==> src/rtl/gray_counter.sv <==
// gray_counter: N-bit up/down counter with registered binary and Gray outputs.
// One binary state register drives both outputs; the Gray register is loaded from
// the next binary value so bin_out and gray_out always change on the same edge.
// Supports parallel load (binary or Gray), wrap or saturate at the ends, and a
// one-cycle terminal-count pulse.
// Optional build macro GRAY_COUNTER_CHECK_EN adds a sticky err output that flags
// any non-load edge on which gray_out changed in more than one bit.
module gray_counter #(
   parameter int unsigned N    = 4,
   parameter bit          WRAP = 1'b1
) (
   input  logic         clk,
   input  logic         rst,
   input  logic         en,
   input  logic         up_dn,
   input  logic         load,
   input  logic [N-1:0] load_val,
   input  logic         load_is_gray,
   output logic [N-1:0] bin_out,
   output logic [N-1:0] gray_out,
   output logic         tc
`ifdef GRAY_COUNTER_CHECK_EN
   ,
   output logic         err
`endif
);

   localparam logic [N-1:0] MaxVal = {N{1'b1}};
   localparam logic [N-1:0] MinVal = {N{1'b0}};
   localparam logic [N-1:0] One    = {{(N-1){1'b0}}, 1'b1};

   // Gray to binary: prefix XOR running down from the MSB.
   function automatic logic [N-1:0] gray2bin(input logic [N-1:0] g);
      logic [N-1:0] b;
      b[N-1] = g[N-1];
      for (int i = int'(N) - 2; i >= 0; i--) begin
         b[i] = b[i+1] ^ g[i];
      end
      return b;
   endfunction

   function automatic logic [N-1:0] bin2gray(input logic [N-1:0] b);
      return b ^ (b >> 1);
   endfunction

   logic [N-1:0] bin_q, bin_d;
   logic [N-1:0] gray_q, gray_d;
   logic         tc_q, tc_d;

   // Next-state: load beats count beats hold; tc only on boundary steps.
   always_comb begin
      bin_d = bin_q;
      tc_d  = 1'b0;
      if (load) begin
         // load_val only reaches the state through this branch, so an X on it
         // while load is low cannot leak into the count.
         bin_d = load_is_gray ? gray2bin(load_val) : load_val;
      end else if (en) begin
         if (up_dn) begin
            if (bin_q == MaxVal) begin
               tc_d  = 1'b1;
               bin_d = WRAP ? MinVal : MaxVal;
            end else begin
               bin_d = bin_q + One;
            end
         end else begin
            if (bin_q == MinVal) begin
               tc_d  = 1'b1;
               bin_d = WRAP ? MaxVal : MinVal;
            end else begin
               bin_d = bin_q - One;
            end
         end
      end
      gray_d = bin2gray(bin_d);
   end

   // State registers; asynchronous clear of every output.
   always_ff @(posedge clk or posedge rst) begin
      if (rst) begin
         bin_q  <= MinVal;
         gray_q <= MinVal;
         tc_q   <= 1'b0;
      end else begin
         bin_q  <= bin_d;
         gray_q <= gray_d;
         tc_q   <= tc_d;
      end
   end

   assign bin_out  = bin_q;
   assign gray_out = gray_q;
   assign tc       = tc_q;

`ifdef GRAY_COUNTER_CHECK_EN
   logic [N-1:0] prev_gray_q;
   logic         last_load_q;
   logic         err_q, err_d;
   logic [N-1:0] gray_diff;
   logic         multi_bit;

   // Flag a multi-bit Gray change unless the edge that produced it was a load.
   always_comb begin
      gray_diff = gray_q ^ prev_gray_q;
      // More than one bit set iff clearing the lowest set bit leaves something.
      multi_bit = (gray_diff & (gray_diff - One)) != MinVal;
      err_d     = err_q | (multi_bit & ~last_load_q);
   end

   // Checker history and sticky error flag.
   always_ff @(posedge clk or posedge rst) begin
      if (rst) begin
         prev_gray_q <= MinVal;
         last_load_q <= 1'b0;
         err_q       <= 1'b0;
      end else begin
         prev_gray_q <= gray_q;
         last_load_q <= load;
         err_q       <= err_d;
      end
   end

   assign err = err_q;
`endif

endmodule

==> config.mk <==
export PLATFORM = sky130hd
export DESIGN_NAME = gray_counter
export DESIGN_NICKNAME = d
export VERILOG_FILES = /design/src/rtl/gray_counter.sv
export SDC_FILE = /design/constraint.sdc
export NUM_CORES = 1
export LEC_CHECK = 0
export CAP_MARGIN = 25
export CORE_UTILIZATION = 35
export CTS_BUF_LIST = sky130_fd_sc_hd__clkbuf_8 sky130_fd_sc_hd__clkbuf_16
export CTS_CLUSTER_DIAMETER = 100
export DETAILED_ROUTE_END_ITERATION = 8
export GPL_TIMING_DRIVEN = 0
export PLACE_DENSITY = 0.67
export SYNTH_ARGS = -nofsm -noshare
export SYNTH_HDL_FRONTEND = slang
export SYNTH_SLANG_ARGS = --single-unit
==> constraint.sdc <==
create_clock -name clk -period 1.8 [get_ports clk]
set_clock_uncertainty 0.15 [all_clocks]
set_input_delay 0.18 -clock clk [delete_from_list [all_inputs] [get_ports clk]]
set_output_delay 0.18 -clock clk [all_outputs]
set_load 0.005 [all_outputs]
**Word level (Yosys, flattened, before mapping)**

Index checks and enable logic that the tools add are counted.
Widths: inputs -> output; s select.

- Bits in registers: 9
- Output and inout port bits: 9
- Logic and storage cells: 22

- $add $sub $neg: 2
- Equal/unequal tests: 1
- Multiplexer cells: 11
- Bitwise logic cells: 4
- Reductions and logical operators: 1

Operators with widths:

| kind | number |
|---|---|
| $mux 4 | 5 |
| $mux 1 | 5 |
| $add 4x1->4 const B | 1 |
| $eq 4x4->1 const B | 1 |
| $logic_not 4->1 | 1 |
| $sub 4x1->4 const B | 1 |
| $xor 4x3->4 | 1 |
| $mux 3 | 1 |
| $xor 1x1->1 | 3 |

**Longest topological paths before layout**

Gate-level depths: netlist of the first run.

- Depth in word-level cells: 6
- Gate-level depth with buffers: 7

**Least setup slack after synthesis of the first run**

Ideal clock, no wire load.

- Kind: register to register
- From: register bin_q[0] (netlist: bin_out[0])
- To: register gray_q[0] (netlist: gray_out[0])
- Library setup time: 79 ps
- Arrival time: 1,558 ps
- Slack: 13 ps
- Cell stages (with the launch flop): 8
- Path buffers: 0
- Cell sequence: dfrtp_1 inv_1 ha_1 or4b_1 nand2_1 a311oi_1 a21oi_2 xor2_1

- Longest elaborated chain between the ends: 6

RTL lines:

| what | RTL line | RTL |
|---|---|---|
| start, declared | 46 | `logic [N-1:0] bin_q, bin_d;` |
| start signal, assigned | 81 | `bin_q <= MinVal;` |
| start signal, assigned | 85 | `bin_q <= bin_d;` |
| $sub 4x1->4 (tied with other cells) | 71 | `bin_d = bin_q - One;` |
| $mux 4 (on tied branches) | 67, 60 |  |
| $mux 4 | 59 | `if (up_dn) begin` |
| $mux 4 (*) | 58 | `end else if (en) begin` |
| $mux 4 (*) | 54 | `if (load) begin` |
| net bin_d[0] | 46 |  |
| $xor 4x3->4 (*) | 43 | `return b ^ (b >> 1);` |
| net gray_d[0] | 47 | `logic [N-1:0] gray_q, gray_d;` |
| end signal, assigned | 82 | `gray_q <= MinVal;` |
| end signal, assigned | 86 | `gray_q <= gray_d;` |
| end, declared | 47 |  |

Mark *: on every way through the listed nets, which the timed path passes. The rest lies on a longest branch.

**Final worst setup path of the first run**

Same ends and word-level chain as after synthesis.

==> results of run 1 <==
[report_power, final]
group          switching, mW  internal, mW
Clock                 0.0653         0.144
Combinational          0.126         0.187
Sequential            0.0300         0.221
Total                  0.222         0.553
[routing by layer]
metal | GRT usage | up-vias
li1 | - | 240
met1 | 0.167 | 233
met2 | 0.306 | 21
met3 | 0.0522 | 2
met4 | 0.0194 | 0
met5 | 0 | -
[final cells by class]
type / count / area (sq um) / share of cell area
sequential: 8 / 203 / 0.240
timing repair buffer: 22 / 206 / 0.245
multi-input combinational: 42 / 340 / 0.404
buffer: 2 / 18.8 / 0.0223
tap: 15 / 18.8 / 0.0223
clock buffer: 3 / 41.3 / 0.0490
inverter: 4 / 15.0 / 0.0178
[registers in the layout, summed over array words and instances (netlist names)]
signal	count
gray_out	3
bin_out	4
tc	1
[worst max-delay path, delay by kind of cell, from the launching register on]
family          cells  cell delay [ps]
fa+ha+maj           1              130
compound gates      2              260
buf+inv             1               80
flops               1              410
simple gates        2              540
xor+xnor            1              150
[repair_timing]
action,in CTS,in global routing
resized for setup,10,1
cloned,0,0
pin swaps,3,2
buffers inserted,4,1
setup endpoints to repair,3,4
[metrics by stage]
step                hold WS (ps)   util  std cells  worst slack, ps  power (mW)
floorplan                   -154      -         56             13.0       0.387
global placement             264  0.532         88             -205       0.515
detailed placement           269  0.532         88             -242       0.521
CTS                         49.3  0.603         95            0.432       0.775
global route                70.2  0.610         96            -62.2       0.821
finish                      45.9  0.610         96             5.16       0.774
[path summary, 6_finish.rpt]
| check | startpoint | end | cells after the start | slack, ps |
|---|---|---|---|---|
| setup / recovery | bin_out[0]$_DFF_PP0_ | gray_out[0]$_DFF_PP0_ | 7 | 5 |
| hold / removal | rst | gray_out[1]$_DFF_PP0_ | 2 | 50 |
| setup reg to reg | bin_out[0]$_DFF_PP0_ | gray_out[0]$_DFF_PP0_ | 7 | 5 |
| hold reg to reg | bin_out[2]$_DFF_PP0_ | tc$_DFF_PP0_ | 2 | 600 |
| max in group asynchronous | rst | bin_out[0]$_DFF_PP0_ | 2 | 1210 |
| min in group clk | load | bin_out[1]$_DFF_PP0_ | 2 | 50 |
[cell families (layout without fill, tap and decap cells)]
kind of cell | after synthesis | after routing
AND/OR/NAND/NOR | 17 | 17
AO/OA/AOI/OAI | 11 | 11
XOR/XNOR | 9 | 9
flip-flops | 8 | 8
buffers and inverters | 6 | 31
multiplexers | 3 | 3
adder cells (fa/ha/maj) | 2 | 2
[Yosys cell counts (2+ instances only)]
cell type and n:
o21ai_0 2, nand2b_1 3, xor2_1 5, a21oi_2 2, nor2_1 4, ha_1 2
dfrtp_1 8, mux2_2 2, inv_1 4, nand2_1 4, a21oi_1 3, xnor2_1 3
==> flow_summary_export.csv, run 1 <==
group,metric,value,unit
run_status,outcome,"finished, final reports clean",
route,wl_met2,640,um
yosys,async_reset_ff_frac,1.00,
route,highest_layer,"met4",
clock_network,clkTransAtPathRegs,40,ps
clock_network,cts_tree,"done",
yosys,synth_top_area_frac,0.366,
die,die_area,0.00172,sq mm
yosys,synth_simple_gate_area_share,0.167,
yosys,synth-compound-area-share,0.142,
setup_path,path_max_fanout,2,
clock_network,cts.sinks,8,
route,drtIter0Drc,7,
setup_path,crit_slowest_cell,"or4b_4",
finish,nets,95,
die,core,0.00138,sq mm
yosys,synth_top_cell_by_area,"dfrtp_1",
yosys,synthCells,56,
grt,grt_usage,0.158,
route,ant_nets,0,
timing,setup_viol,0,
route,vias,496,
min_path,hold_path_class,"input port to asynchronous set/reset pin",
place,place.port_buffers,17,
finish,syn2layout_area_growth,54.2,%
grt,grt_pass1_wl,2080,um
timing,finalHoldViolCount,0,
timing,max_freq,557,MHz
yosys,ys_top_cells_by_area,"dfrtp_1 (37%), xor2_1 (8.0%), xnor2_1 (4.8%)",
yosys,synth_adder_area_share,0.0458,
setup_path,path_class,"flip-flop to flip-flop",
finish,mostFrequentLayoutCell,"clkdlybuf4s50_1",
route,drc,0,
timing,rsz0062_at_grt,"yes",
clock_network,clock_latency,220,ps
finish,drive_above_1_share,0.309,
finish,nFillCells,115,
clock_network,ctsRootBufferMaster,"clkbuf_8",
yosys,synthXorXnorAreaFrac,0.158,
yosys,synth_ff_type,"dfrtp_1",
yosys,ys_warn_count,0,
yosys,synth_area_per_cell,9.76,sq um
yosys,synth-edff-count,0,
die,num_rows,13,
grt,grt-ovfl-total,0,
setup_path,end_kind,"flip-flop",
finish,stdcell_area,843,sq um
setup_path,worstPathRequired,1800,ps
yosys,ys_ff_latch,8,
clock_network,cts.path.max_buffers,2,
finish,final_cell_mix,"clkdlybuf4s50_1 (16), buf_4 (6), dfrtp_1 (6), xor2_1 (5), nor2_1 (4)",
timing,setup_tns,0,ps
setup_path,start_kind,"flip-flop",
setup_path,slowest_delay,460,ps
route,dr.pass1.iters,4,
setup_path,arrival,1790,ps
yosys,syn_nets,68,
place,dpl.hpwl,849,um
yosys,synthDistinctLibCells,26,
grt,grt_max_degree,10,
die,initial_core_util,0.395,
clock_network,numCtsBuffers,3,
grt,first_global_vias,471,
timing,min_period,1790,ps
power_and_ir_drop,power.density,918,mW/mm^2
die,die_height,41.5,um
yosys,syn_area,547,sq um
setup_path,crit_chain,"inv_2, ha_4, or4b_4, nand2_2, a311oi_2, a21oi_2, xor2_1",
yosys,synth_mux_area_frac,0.0595,
clock_network,ctsHoldBuffers,0,
route,avgViaCountPerCell,5.17,
power_and_ir_drop,p_leak,0.352,nW
yosys,synth_top_family_by_area,"simple AND/OR/NAND/NOR gates",
route,wl_per_cell,13.0,um
route,wl_met3,64,um
grt,antenna_found_initial,0,
place,place.gp.congestion,0.748,
timing,tightestPinTransition,295,ps
finish,insertedDiodeCount,0,
timing,min_period_over_period,0.997,
die,ios,19,
route,wl_met1,520,um
power_and_ir_drop,vdd_ir_drop_max,0.430,mV
yosys,seq_area_frac_synth,0.366,
route,wl,1240,um
timing,slew-limit-headroom,0.803,
place,placed_area,736,sq um
die,die_w,41.5,um
timing,maxSlewViolCount,0,
clock_network,htreeDepth,1,
flow_run,max_cap_violations,0,
Power figures use the tool's default switching activity.
==> run 2: changes to the inputs <==
--- a/config.mk
+++ b/config.mk
@@ -10,8 +10,7 @@
 export CTS_BUF_LIST = sky130_fd_sc_hd__clkbuf_8 sky130_fd_sc_hd__clkbuf_16
 export CTS_CLUSTER_DIAMETER = 100
 export DETAILED_ROUTE_END_ITERATION = 8
-export GPL_TIMING_DRIVEN = 0
-export PLACE_DENSITY = 0.67
+export PLACE_DENSITY_LB_ADDON = 0.25
 export SYNTH_ARGS = -nofsm -noshare
 export SYNTH_HDL_FRONTEND = slang
 export SYNTH_SLANG_ARGS = --single-unit
==> run 2 against run 1 <==
  * Sequential power fell by 6%
  * Cell count rose by 7.3%
  * Register-to-register slack barely moved
  * Wire length fell by 8.8%
  * Critical path depth did not move
  * First-iteration DRC count fell by 86%
  * Clock power fell by 3%
  * Sequential share of layout area fell by 1.6 points
  * Die area did not move
  * Utilization rose by 3.6 points
  * Worst setup slack improved by 10 ps
  * Cell area rose by 5.9%
  * Largest power group unchanged
==> flow_summary_export.csv, run 2 (same netlist as run 1, synthesis figures left out) <==
group,metric,value,unit
route,wl_per_cell,11.0,um
timing,min_period,1780,ps
min_path,hold_path_class,"input port to asynchronous set/reset pin",
place,dp.cells,98,
place,place.gp.congestion,0.713,
die,die_area,0.00172,sq mm
timing,rsz0062_at_grt,"yes",
timing,finalHoldViolCount,0,
setup_path,r2r-start,"bin_out[0]$_DFF_PP0_",
timing,whs,46.1,ps
finish,largest_reg_flops,4,
clock_network,clock_latency,220,ps
timing,setup_viol,0,
grt,grt_pass1_wl,1880,um
route,drc,0,
place,dpl.hpwl,914,um
route,avgViaCountPerCell,4.92,
place,preCtsSetupSlack,-187,ps
grt,grt_usage,0.143,
finish,insertedDiodeCount,0,
timing,tightestPinTransition,275,ps
setup_path,start_kind,"flip-flop",
grt,first_global_vias,465,
timing,min_period_over_period,0.992,
setup_path,path_class,"flip-flop to flip-flop",
setup_path,r2r_cells,7,
route,dr.pass1.iters,2,
finish,drive_above_1_share,0.330,
finish,syn2layout_area_growth,63.4,%
grt,antenna_found_initial,0,
route,ant_nets,0,
route,wl,1140,um
die,num_rows,13,
route,drtIter0Drc,1,
grt,grt-ovfl-total,0,
clock_network,cts.path.max_buffers,2,
timing,maxSlewViolCount,0,
power_and_ir_drop,p_leak,0.384,nW
setup_path,worstPathRequired,1790,ps
die,die_height,41.5,um
setup_path,r2r-end,"gray_out[0]$_DFF_PP0_",
place,place.port_buffers,18,
power_and_ir_drop,vdd_ir_drop_max,0.497,mV
setup_path,arrival,1780,ps
setup_path,end_kind,"flip-flop",
timing,max_freq,560,MHz
setup_path,rrSetupSlack,20,ps
clock_network,numCtsBuffers,3,
clock_network,ctsRootBufferMaster,"clkbuf_8",
run_status,outcome,"finished, final reports clean",
setup_path,crit_path_end,"gray_out[0]$_DFF_PP0_",
clock_network,htreeDepth,1,
clock_network,clkTransAtPathRegs,40,ps
route,vias,507,
flow_run,max_cap_violations,0,
finish,nFillCells,108,
setup_path,path_max_fanout,2,
timing,worst_slack,15.1,ps
grt,grt_max_degree,9,
finish,mostFrequentLayoutCell,"clkdlybuf4s50_1",
finish,final_cell_mix,"clkdlybuf4s50_1 (18), buf_4 (13), dfrtp_1 (8), xor2_1 (5), nor2_1 (4)",
die,ios,19,
clock_network,cts.sinks,8,
setup_path,crit_path_start,"bin_out[0]$_DFF_PP0_",
die,die_w,41.5,um
die,core,0.00138,sq mm
finish,nets,102,
finish,finalNonFillerCells,103,
clock_network,cts_tree,"done",
power_and_ir_drop,power.density,871,mW/mm^2
die,initial_core_util,0.395,
timing,slew-limit-headroom,0.816,
[run 2: changes by cell type in the layout (fill, tap and decap cells not counted), sizes merged]
| cell | previous run | this run |
|---|---|---|
| buf | 7 | 13 |
| clkdlybuf4s50 | 16 | 18 |
| dlygate4sd2 | 1 | 0 |
[run 2: routing by layer]
| metal | up-vias | track usage | routed length [um] |
|---|---|---|---|
| met2 | 15 | 0.253 | 591 |
| met3 | 2 | 0.0565 | 46 |
| met5 | - | 0 | 0 |
| met4 | 0 | 0.0581 | 12 |
| met1 | 234 | 0.148 | 484 |
| li1 | 256 | - | - |
[run 2: through the flow]
stage / area [sq um] / power (mW) / TNS, ps / utilization
2_1_floorplan: 547 / 0.387 / 0 / -
3_3_place_gp: 810 / 0.547 / -356 / 0.586
3_5_place_dp: 810 / 0.553 / -406 / 0.586
4_1_cts: 866 / 0.771 / 0 / 0.626
5_1_grt: 893 / 0.835 / -171 / 0.646
6_report: 893 / 0.778 / 0 / 0.646
[run 2: layout make-up]
| class | instances | area [sq um] | share of cell area |
|---|---|---|---|
| Inverter | 4 | 15.0 | 0.0168 |
| Timing Repair Buffer | 31 | 278 | 0.311 |
| Sequential cell | 8 | 200 | 0.224 |
| Multi-Input combinational cell | 42 | 340 | 0.381 |
| Tap cell | 15 | 18.8 | 0.0210 |
| Clock buffer | 3 | 41.3 | 0.0462 |
[run 2: power breakdown]
group	switching, mW	internal (mW)	total, mW
Clock	0.0597	0.144	0.204
Combinational	0.136	0.203	0.339
Sequential	0.0158	0.220	0.236
[run 2: worst min path at each step]
stage	end	start	depth (start not counted)
finish	tc$_DFF_PP0_	rst	2
global route	tc$_DFF_PP0_	rst	2
global placement	tc$_DFF_PP0_	rst	2
detailed placement	tc$_DFF_PP0_	rst	2
floorplan	bin_out[0]$_DFF_PP0_	rst	1
CTS	tc$_DFF_PP0_	rst	2
[run 2: critical path: stages, from the launching register on]
cell and delay [ps]:
dfrtp_1 380, inv_2 80, ha_4 130, or4b_4 460
nand2_2 90, a311oi_2 100, a21oi_2 160, xor2_1 150
[run 2: repair_timing]
item                                    CTS  global route
hold buffers                              0             0
pin swaps                                 1             4
buffers inserted                          0             2
endpoints found under the setup margin    1             3
gates resized for setup                   6             2
==> run 3: changes to the inputs <==
--- a/config.mk
+++ b/config.mk
@@ -5,9 +5,10 @@
 export SDC_FILE = /design/constraint.sdc
 export NUM_CORES = 1
 export LEC_CHECK = 0
+export ABC_AREA = 1
 export CAP_MARGIN = 25
-export CORE_UTILIZATION = 35
-export CTS_BUF_LIST = sky130_fd_sc_hd__clkbuf_8 sky130_fd_sc_hd__clkbuf_16
+export CORE_UTILIZATION = 39
+export CTS_BUF_LIST = sky130_fd_sc_hd__clkbuf_16
 export CTS_CLUSTER_DIAMETER = 100
 export DETAILED_ROUTE_END_ITERATION = 8
 export PLACE_DENSITY_LB_ADDON = 0.25
==> run 3 against run 2 <==
  * Non-clock buffer count fell by 10
  * Cell area fell by 2.7%
  * Sequential cell count unchanged
  * Largest power group is now clock
  * Via count increased by 27%
  * Global-route usage rose by 4.8 points
  * Fmax grew 6.8%
  * Wire length up 15%
  * Power is 7.7% higher
  * Sequential power down 2%
  * Die area shrank 5.7%
  * Critical path depth up 4
==> flow_summary_export.csv, run 3 <==
group,metric,value,unit
clock_network,clkTransAtPathRegs,40,ps
grt,grt_usage,0.190,
yosys,async_reset_ff_frac,1.00,
yosys,synthXorXnorAreaFrac,0.0306,
yosys,synth_top_cell_by_area,"dfrtp_1",
yosys,synth_top_family_by_area,"simple AND/OR/NAND/NOR gates",
min_path,hold_path_class,"input port to asynchronous set/reset pin",
timing,max_freq,599,MHz
place,place.gp.congestion,0.782,
timing,tightestPinTransition,296,ps
setup_path,rrSetupSlack,130,ps
timing,min_period_over_period,0.928,
power_and_ir_drop,p_leak,0.452,nW
finish,mostFrequentLayoutCell,"nand2_1",
clock_network,htreeDepth,1,
route,wl_per_cell,10.2,um
finish,nets,127,
place,dp.cells,123,
route,avgViaCountPerCell,5.02,
yosys,ys_top_cells_by_area,"dfrtp_1 (35%), nand2_1 (20%), nand3_1 (12%)",
route,wl,1300,um
setup_path,end_kind,"flip-flop",
yosys,syn_nets,102,
finish,nFillCells,115,
die,ios,19,
grt,first_global_vias,524,
setup_path,start_kind,"flip-flop",
setup_path,path_max_fanout,4,
yosys,synthCells,90,
finish,syn2layout_area_growth,51.7,%
yosys,synth_ff_type,"dfrtp_1",
clock_network,ctsHoldBuffers,0,
finish,final_cell_mix,"nand2_1 (31), clkdlybuf4s50_1 (18), inv_1 (15), nand3_1 (14), nor2_1 (8)",
yosys,seq_area_frac_synth,0.349,
timing,finalHoldViolCount,0,
clock_network,ctsRootBufferMaster,"clkbuf_16",
flow_run,max_cap_violations,0,
die,die_w,40.3,um
die,die_height,40.3,um
yosys,synth_adder_area_share,0.0437,
power_and_ir_drop,power.density,964,mW/mm^2
die,die_area,0.00163,sq mm
timing,setup_viol,0,
yosys,synth_mux_area_frac,0,
yosys,synth-edff-count,0,
die,core,0.00133,sq mm
route,dr.pass1.iters,4,
timing,worst_slack,129,ps
timing,slew-limit-headroom,0.802,
clock_network,cts_tree,"done",
timing,setup_tns,0,ps
setup_path,worstPathRequired,1810,ps
yosys,synth_simple_gate_area_share,0.400,
yosys,synth_area_per_cell,6.37,sq um
setup_path,arrival,1680,ps
finish,insertedDiodeCount,0,
grt,antenna_found_initial,0,
finish,largest_reg_flops,4,
yosys,synth_most_common_cell,"nand2_1",
place,dpl.hpwl,1000,um
place,preCtsSetupSlack,61.3,ps
die,num_rows,13,
finish,stdcell_area,870,sq um
finish,finalNonFillerCells,128,
place,place.port_buffers,18,
setup_path,path_class,"flip-flop to flip-flop",
route,drtIter0Drc,10,
power_and_ir_drop,power.total,0.839,mW
route,drc,0,
finish,final_util,0.652,
grt,grt_max_degree,9,
grt,grt_pass1_wl,2070,um
timing,whs,43.9,ps
yosys,synth-compound-area-share,0.0655,
timing,rsz0062_at_grt,"no",
clock_network,cts.path.max_buffers,2,
route,vias,642,
timing,min_period,1670,ps
route,ant_nets,0,
clock_network,cts.sinks,8,
die,initial_core_util,0.430,
clock_network,clock_latency,230,ps
yosys,ys_ff_latch,8,
yosys,synth_common_cells,"nand2_1 (31), inv_1 (15), nand3_1 (14)",
yosys,ys_warn_count,0,
place,placed_area,772,sq um
yosys,synthDistinctLibCells,15,
yosys,synth_top_area_frac,0.349,
finish,drive_above_1_share,0.0885,
yosys,syn_area,573,sq um
timing,maxSlewViolCount,0,
clock_network,numCtsBuffers,3,
run_status,outcome,"finished, final reports clean",
grt,grt-ovfl-total,0,
power_and_ir_drop,vdd_ir_drop_max,0.599,mV
run 3: changes by cell type in the layout (fill, tap and decap cells not counted), sizes merged, moves of 3 or more:
cell / delta
buf: -10
inv: +11
nand2: +28
nand2b: -3
nand3: +13
nor2: +4
xor2: -5
run 3: cell type report:
type | instances | area (sq um) | area share
Tap cell | 15 | 18.8 | 0.0216
Timing Repair Buffer | 21 | 203 | 0.233
Sequential cell | 8 | 201 | 0.232
Multi-Input combinational cell | 66 | 315 | 0.363
Inverter | 15 | 56.3 | 0.0647
Clock buffer | 3 | 75.1 | 0.0863
run 3: timing repair:
item                       4_1_cts  5_1_grt
setup buffers                    0        2
setup endpoints to repair        0        2
resized for setup                0        3
run 3: cell families (layout without fill, tap and decap cells):
| group | Yosys count | count (layout) |
|---|---|---|
| adders and majority gates | 2 | 2 |
| xor gates and xnor gates | 2 | 2 |
| and+or+nand+nor | 55 | 55 |
| DFF | 8 | 8 |
| AOI/OAI and AO/OA | 7 | 7 |
| buffers and inverters | 16 | 39 |
run 3: final timing paths:
kind,depth (start not counted),to,startpoint
max,11,gray_out[0]$_DFF_PP0_,bin_out[1]$_DFF_PP0_
min,2,gray_out[2]$_DFF_PP0_,rst
max reg2reg,11,gray_out[0]$_DFF_PP0_,bin_out[1]$_DFF_PP0_
min reg2reg,4,bin_out[1]$_DFF_PP0_,bin_out[1]$_DFF_PP0_
max in group asynchronous,2,bin_out[1]$_DFF_PP0_,rst
min in group clk,3,tc$_DFF_PP0_,en
run 3: worst max-delay path: stages (launching register included):
cell	delay, ps
dfrtp_2	430
buf_4	150
ha_1	160
nand2_1	90
nor2_1	60
nor2_1	130
nand2_1	90
nand2_1	70
nand2_1	80
nand2_1	100
nand2_1	60
nand2_1	60
run 3: where the power goes:
part / internal, mW / total [mW] / switching (mW)
clock: 0.286 / 0.364 / 0.0786
combinational: 0.129 / 0.242 / 0.113
sequential: 0.209 / 0.232 / 0.0232
run 3: layer usage:
metal / wire length (um) / track usage
met1: 534 / 0.230
met2: 665 / 0.317
met3: 94 / 0.0889
met4: 9 / 0.0167
met5: 0 / 0
